$ cat src/rtl/smu_cfg_ctrl.sv
// smu_cfg_ctrl: beat-stream config loader for the smu_unit array.
// Shadow table is assembled from WRITE commands and committed atomically.
module smu_cfg_ctrl #(
  parameter int N  = 2,
  parameter int K  = 4,
  parameter int M  = 6,
  parameter int DW = 8,
  parameter int SW = (N > 1) ? $clog2(N) : 1,
  parameter int UW = (M > 1) ? $clog2(M) : 1,
  parameter int CW = 2*K + 1 + SW
) (
  input  logic            clk,
  input  logic            rst,
  input  logic            cfg_valid,
  output logic            cfg_ready,
  input  logic [DW-1:0]   cfg_data,
  input  logic            cfg_last,
  input  logic [M*SW-1:0] smu_state,
  output logic [M*CW-1:0] cfg_smu,
  output logic [M-1:0]    smu_clr,
  output logic            cfg_locked,
  output logic            cfg_err
);

  localparam int BEATS = (CW + DW - 1) / DW;
  localparam int CNTW  = (BEATS > 1) ? $clog2(BEATS) : 1;

  localparam logic [1:0] OP_WR  = 2'b00;
  localparam logic [1:0] OP_CMT = 2'b01;
  localparam logic [1:0] OP_CLR = 2'b10;
  localparam logic [1:0] OP_LCK = 2'b11;

  typedef enum logic [1:0] {
    S_HDR,
    S_PAYLOAD,
    S_COMMIT,
    S_DROP
  } state_t;

  state_t r_state;
  state_t w_nxt;

  logic [CW-1:0]   r_shadow [M][N];
  logic [CW-1:0]   r_active [M][N];
  logic [CW-1:0]   r_stage;
  logic [CW-1:0]   w_stage_nxt;
  logic [CNTW-1:0] r_cnt;
  logic [UW-1:0]   r_unit;
  logic [SW-1:0]   r_st;
  logic            r_locked;
  logic            r_err;
  logic [M-1:0]    r_clr;

  logic            w_acc;
  logic [1:0]      w_op;
  logic [SW-1:0]   w_st;
  logic [UW-1:0]   w_un;
  logic            w_idx_ok;
  logic            w_last_beat;

  logic w_hdr_cap;
  logic w_stage_ld;
  logic w_cnt_inc;
  logic w_wr_shadow;
  logic w_clr_shadow;
  logic w_commit;
  logic w_set_lock;
  logic w_set_err;

  assign w_acc       = cfg_valid & cfg_ready;
  assign w_op        = cfg_data[1:0];
  assign w_st        = cfg_data[SW+1:2];
  assign w_un        = cfg_data[UW+SW+1:SW+2];
  assign w_idx_ok    = (32'(w_un) < M) && (32'(w_st) < N);
  assign w_last_beat = (r_cnt == CNTW'(BEATS-1));

  assign cfg_locked = r_locked;
  assign cfg_err    = r_err;
  assign smu_clr    = r_clr;

  // FSM state register
  always_ff @(posedge clk or posedge rst) begin
    if (rst) r_state <= S_HDR;
    else     r_state <= w_nxt;
  end

  // Next-state decode, handshake and datapath strobes
  always_comb begin
    w_nxt        = r_state;
    cfg_ready    = 1'b1;
    w_hdr_cap    = 1'b0;
    w_stage_ld   = 1'b0;
    w_cnt_inc    = 1'b0;
    w_wr_shadow  = 1'b0;
    w_clr_shadow = 1'b0;
    w_commit     = 1'b0;
    w_set_lock   = 1'b0;
    w_set_err    = 1'b0;
    unique case (r_state)
      S_HDR: begin
        if (w_acc) begin
          unique case (w_op)
            OP_WR: begin
              if (!cfg_last && w_idx_ok && !r_locked) begin
                w_hdr_cap = 1'b1;
                w_nxt     = S_PAYLOAD;
              end else begin
                w_set_err = 1'b1;
                w_nxt     = cfg_last ? S_HDR : S_DROP;
              end
            end
            OP_CMT: begin
              if (cfg_last && w_idx_ok && !r_locked) begin
                w_nxt = S_COMMIT;
              end else begin
                w_set_err = 1'b1;
                w_nxt     = cfg_last ? S_HDR : S_DROP;
              end
            end
            OP_CLR: begin
              if (cfg_last && w_idx_ok && !r_locked) begin
                w_clr_shadow = 1'b1;
              end else begin
                w_set_err = 1'b1;
                w_nxt     = cfg_last ? S_HDR : S_DROP;
              end
            end
            OP_LCK: begin
              if (cfg_last && w_idx_ok) begin
                w_set_lock = 1'b1;
              end else begin
                w_set_err = 1'b1;
                w_nxt     = cfg_last ? S_HDR : S_DROP;
              end
            end
          endcase
        end
      end
      S_PAYLOAD: begin
        if (w_acc) begin
          w_stage_ld = 1'b1;
          if (w_last_beat) begin
            if (cfg_last) begin
              w_wr_shadow = 1'b1;
              w_nxt       = S_HDR;
            end else begin
              w_set_err = 1'b1;
              w_nxt     = S_DROP;
            end
          end else if (cfg_last) begin
            w_set_err = 1'b1;
            w_nxt     = S_HDR;
          end else begin
            w_cnt_inc = 1'b1;
          end
        end
      end
      S_COMMIT: begin
        cfg_ready = 1'b0;
        w_commit  = 1'b1;
        w_nxt     = S_HDR;
      end
      S_DROP: begin
        if (w_acc && cfg_last) w_nxt = S_HDR;
      end
    endcase
  end

  // Merge the current payload beat into the staging word
  always_comb begin
    w_stage_nxt = r_stage;
    for (int i = 0; i < CW; i++) begin
      if (i / DW == int'(r_cnt)) w_stage_nxt[i] = cfg_data[i % DW];
    end
  end

  // Command capture, staging, status flags and clear pulse
  always_ff @(posedge clk or posedge rst) begin
    if (rst) begin
      r_stage  <= '0;
      r_cnt    <= '0;
      r_unit   <= '0;
      r_st     <= '0;
      r_locked <= 1'b0;
      r_err    <= 1'b0;
      r_clr    <= '0;
    end else begin
      if (w_hdr_cap) begin
        r_unit <= w_un;
        r_st   <= w_st;
        r_cnt  <= '0;
      end else if (w_cnt_inc) begin
        r_cnt <= r_cnt + 1'b1;
      end
      if (w_stage_ld) r_stage  <= w_stage_nxt;
      if (w_set_lock) r_locked <= 1'b1;
      if (w_set_err)  r_err    <= 1'b1;
      r_clr <= w_commit ? '1 : '0;
    end
  end

  // Shadow and active tables; commit copies every entry at once
  always_ff @(posedge clk or posedge rst) begin
    if (rst) begin
      for (int m = 0; m < M; m++) begin
        for (int s = 0; s < N; s++) begin
          r_shadow[m][s] <= '0;
          r_active[m][s] <= '0;
        end
      end
    end else begin
      if (w_clr_shadow) begin
        for (int m = 0; m < M; m++) begin
          for (int s = 0; s < N; s++) r_shadow[m][s] <= '0;
        end
      end else if (w_wr_shadow) begin
        r_shadow[r_unit][r_st] <= w_stage_nxt;
      end
      if (w_commit) begin
        for (int m = 0; m < M; m++) begin
          for (int s = 0; s < N; s++) r_active[m][s] <= r_shadow[m][s];
        end
      end
    end
  end

  // Per-unit view of the active table; out-of-range state reads entry 0
  always_comb begin
    cfg_smu = '0;
    for (int m = 0; m < M; m++) begin
      logic [SW-1:0] w_sel;
      w_sel = smu_state[m*SW +: SW];
      if (32'(w_sel) < N) cfg_smu[m*CW +: CW] = r_active[m][w_sel];
      else                cfg_smu[m*CW +: CW] = r_active[m][0];
    end
  end

endmodule

$ cat config.mk
export PLATFORM = sky130hd
export DESIGN_NAME = smu_cfg_ctrl
export DESIGN_NICKNAME = d
export VERILOG_FILES = /design/src/rtl/smu_cfg_ctrl.sv
export SDC_FILE = /design/constraint.sdc
export NUM_CORES = 1
export LEC_CHECK = 0
export BUFFER_PORTS_ARGS = -buffer_cell sky130_fd_sc_hd__buf_4
export CAP_MARGIN = 20
export CORE_ASPECT_RATIO = 0.9
export CORE_MARGIN = 2
export CORE_UTILIZATION = 43
export CTS_BUF_LIST = sky130_fd_sc_hd__clkbuf_4
export DETAILED_ROUTE_END_ITERATION = 12
export PLACE_DENSITY_LB_ADDON = 0.25
export SYNTH_ARGS = -nofsm -noshare
export SYNTH_HDL_FRONTEND = slang
export SYNTH_SLANG_ARGS = --single-unit
$ cat constraint.sdc
create_clock -name clk -period 12 [get_ports clk]
set_input_delay 1.2 -clock clk [delete_from_list [all_inputs] [get_ports clk]]
set_output_delay 1.2 -clock clk [all_outputs]
set_load 0.01 [all_outputs]
==> flow_summary.rst <==
.. list-table::
   :header-rows: 1

   * - Metric
     - Value
   * - Result of the run
     - finished clean
   * - Synthesized cell area
     - 11,180 um2
   * - Syn nets
     - 883
   * - Number of clock sinks
     - 260
   * - Share of the clock period used by the worst path after layout
     - 26.07%
   * - Final RePlAce weighted congestion
     - 0.7963
   * - Skew-Pair Late Insertion Delay
     - 0.65 ns
   * - Critical path startpoint category
     - primary input
   * - Die X
     - 174.0 um
   * - I/O pin count
     - 87
   * - Setup repair after global routing missed its margin
     - false
   * - Per-instance average area after synthesis
     - 13.04 um2
   * - Critical Path Max Stage Delay
     - 0.39 ns
   * - Max-Cap Viols
     - 0
   * - Count of H-tree levels built during CTS
     - 3
   * - Gate count of the mapped netlist
     - 857
   * - Clock transition time at the flip-flop clock pins of the worst setup and hold paths
     - 0.06 ns
   * - Largest net degree at the start of global routing
     - 120
   * - Routed wire length per instance
     - 17.72 um
   * - Total power
     - 2.261 mW
   * - Power per cell area
     - 174.1 nW/um2
   * - First-iteration detailed-routing DRC count
     - 394
   * - CTS tree
     - built
   * - Routed wire length
     - 24,120 um
   * - Total setup buffers inserted after CTS
     - 0
   * - Transition at the pin with the smallest max-transition slack
     - 1.098 ns
   * - Combinational power share
     - 20.5%
   * - Yosys warns
     - 0
   * - HPWL after detailed placement
     - 14,830 um
   * - Switching power
     - 0.6832 mW
   * - Clock Skew
     - 0.04116 ns
   * - Post-detailed-route DRC marker count
     - 0
   * - Most repeated library cell on the critical path
     - buf_4
   * - Global-route wire length before repair
     - 38,990 um
   * - R2r setup slk
     - 9.03 ns
   * - P&R area growth vs syn
     - 16.17%
   * - Sequential share of power
     - 44.7%
   * - Nature of the critical path endpoint
     - output pin
   * - Seq cells post-synth
     - 260
   * - Critical path, cell by cell
     - buf_4 > mux2_2 > buf_4
   * - Port Buffer Count
     - 86
   * - Final Max Tran Viols
     - 0
   * - Chip height
     - 157.0 um
   * - Min-delay worst type
     - reg2reg
   * - Maximum clock insertion buffer count
     - 3
   * - Final hold vios
     - 0
   * - Root Driver
     - clkbuf_4
   * - Initial core utilization
     - 44.15%
   * - Async SR Flop Fraction
     - 100.0%
   * - Via count
     - 6,977
   * - Per-cell via count in the routed design
     - 5.126
   * - Overall overflow remaining after global route
     - 0
   * - Post-synth top flop
     - dfrtp_1
   * - Fraction of layout cells with a size suffix above 1
     - 40.47%
   * - Die area
     - 27,310 um2
   * - Number of buffers inserted during clock tree synthesis
     - 71
   * - Clock Power Share
     - 34.8%
   * - Slowest cell on the critical path
     - mux2_2
   * - Switching power as a share of total power
     - 30.22%
   * - Worst supply voltage drop on vdd
     - 0.0001062 V
   * - Final net count
     - 994
   * - Filler Cell Count
     - 2,256
   * - Cell family with the largest share of critical-path delay
     - multiplexers
   * - Final sum of negative setup slack
     - 0 ns
   * - Leak Pwr
     - 6.865 nW
   * - Largest fanout on the critical path
     - 10
   * - Start-to-end type of the worst setup path
     - in2out
   * - Residual antenna-violating net count after detailed routing
     - 0
   * - CORE AREA
     - 25,320 um2
   * - Post-synthesis cell type count
     - 37
   * - Data arrival at the endpoint of the critical path
     - 1.93 ns
   * - Min Tclk post-route
     - 3.129 ns
   * - Standard-cell rows
     - 55
   * - Pre-Repair DR Iteration Count
     - 5
   * - Buf/Inv on CP
     - 2
   * - Number of global-route vias before repair
     - 7,297
   * - Sequential share of the synthesized area
     - 58.20%
   * - Endpoints failing setup
     - 0
   * - Total routing usage reported by global routing
     - 18.24%
   * - Post-synth EDFFs
     - 0
   * - Maximum achievable frequency
     - 319.6 MHz
   * - Cell-internal power
     - 1.578 mW
   * - # resized after CTS
     - 0
   * - Hold-fix buffers at CTS
     - 0
   * - Max transition margin
     - 24.72%
   * - Worst EP required
     - 10.80 ns
   * - Number of antenna violations at the first check in global routing
     - 1
[Yosys cell counts, types with 2 or more instances]
master    count  share of area (%)
dfrtp_1     260                 58
mux2_2      192                 19
nor2_1      123                4.1
mux2i_1      68                6.1
a211oi_1     61                4.1
buf_2        25                1.1
clkbuf_1     17               0.57
nand2_1      17               0.57
buf_4        16                1.1
o21ai_0      14               0.63
inv_1        10               0.34
ha_1          8               0.90
a21oi_1       5               0.22
nand4b_1      4               0.31
o31ai_1       4               0.27
nand2b_1      3               0.17
nor3_1        3               0.13
nor4_1        3               0.17
a21boi_1      2               0.13
and2_1        2               0.11
buf_1         2              0.067
nand3_1       2              0.090
nor4bb_1      2               0.18
[routing by layer]
metal	wire length, um	vias to the layer above	GRT usage [%]
met5	0	-	0
met4	410	0	7.283
met3	938	32	3.889
met2	11060	138	28.14
met1	11710	3528	25.36
li1	-	3279	-
[per-stage QoR]
step / hold slack, ns / cells / setup slack (ns) / utilization (%) / area, um2
6_report: 0.4810 / 1361 / 8.871 / 51.28 / 12990
5_1_grt: 0.5157 / 1361 / 8.736 / 51.28 / 12990
3_3_place_gp: 0.4666 / 1236 / 8.399 / 47.60 / 12060
3_5_place_dp: 0.4712 / 1236 / 8.326 / 47.60 / 12060
2_1_floorplan: 0.4502 / 857 / 3.645 / - / 11180
4_1_cts: 0.4851 / 1359 / 8.873 / 51.17 / 12960
[layout make-up]
class	count	area [um2]	area share [%]
Multi-Input combinational cell	527	4345	33.46
Tap cell	342	427.9	3.295
Antenna cell	1	2.502	0.01927
Inverter	10	47.55	0.3661
Clock buffer	110	825.8	6.358
Sequential cell	260	6506	50.10
Clock inverter	13	76.32	0.5877
Timing Repair Buffer	98	755.7	5.819
[power groups by stage]
stage / clock (mW) / combinational (mW) / sequential (mW)
2_1_floorplan: 0 / 0.329 / 0.999
3_3_place_gp: 0 / 0.466 / 1.02
3_5_place_dp: 0 / 0.471 / 1.03
4_1_cts: 0.812 / 0.472 / 1.01
5_1_grt: 0.863 / 0.500 / 1.02
6_report: 0.786 / 0.464 / 1.01
[flip-flops by register name (all words and copies together) (netlist names)]
signal and flops:
r_active 120, r_shadow 120, r_stage 10, r_unit 3, r_state 2, cfg_err 1
cfg_locked 1, r_cnt 1, r_st 1, smu_clr 1
[cells by family (layout without fill, tap and decap cells)]
group	Yosys count	after routing	share of synthesized area [%]
muxes	260	260	25.43
DFF	260	260	58.20
and+or+nand+nor	168	168	6.592
AOI/OAI and AO/OA	90	90	5.641
buffers and inverters	70	231	3.167
adders and majority gates	8	8	0.8954
xor gates and xnor gates	1	1	0.07836
other	0	1	0
[tightest hold or removal path: stages (launching register included)]
cell and delay [ns]:
dfrtp_1 0.34, nand2_1 0.05, o21ai_0 0.06
[worst paths after layout]
path / startpoint / to / depth (start not counted)
setup reg to reg: r_state[0] / r_shadow[19] / 4
hold / removal: r_stage[1] / r_stage[1] / 2
min in group asynchronous: rst / r_active[27] / 2
setup / recovery: smu_state[3] / cfg_smu[36] / 3
hold reg to reg: r_stage[1] / r_stage[1] / 2
max in group asynchronous: rst / r_shadow[102] / 3
[cells in the final DEF, fill, tap and decap left out, types with 2 or more instances in the layout]
cell,Yosys,routed
buf_4,16,97
a21boi_1,2,2
o21ai_0,14,14
o31ai_1,4,4
nor2_1,123,123
nor3_1,3,2
nand4b_1,4,4
mux2_2,192,192
a21oi_1,5,5
and2_1,2,2
inv_1,10,8
nor4bb_1,2,2
dfrtp_1,260,260
nand2_1,17,17
clkinv_1,0,9
mux2i_1,68,68
inv_2,0,2
nand2b_1,3,3
ha_1,8,8
nor4_2,0,2
nand3_1,2,2
a211oi_1,61,61
clkbuf_4,0,110
No activity file was read; power rests on OpenSTA's default activity.
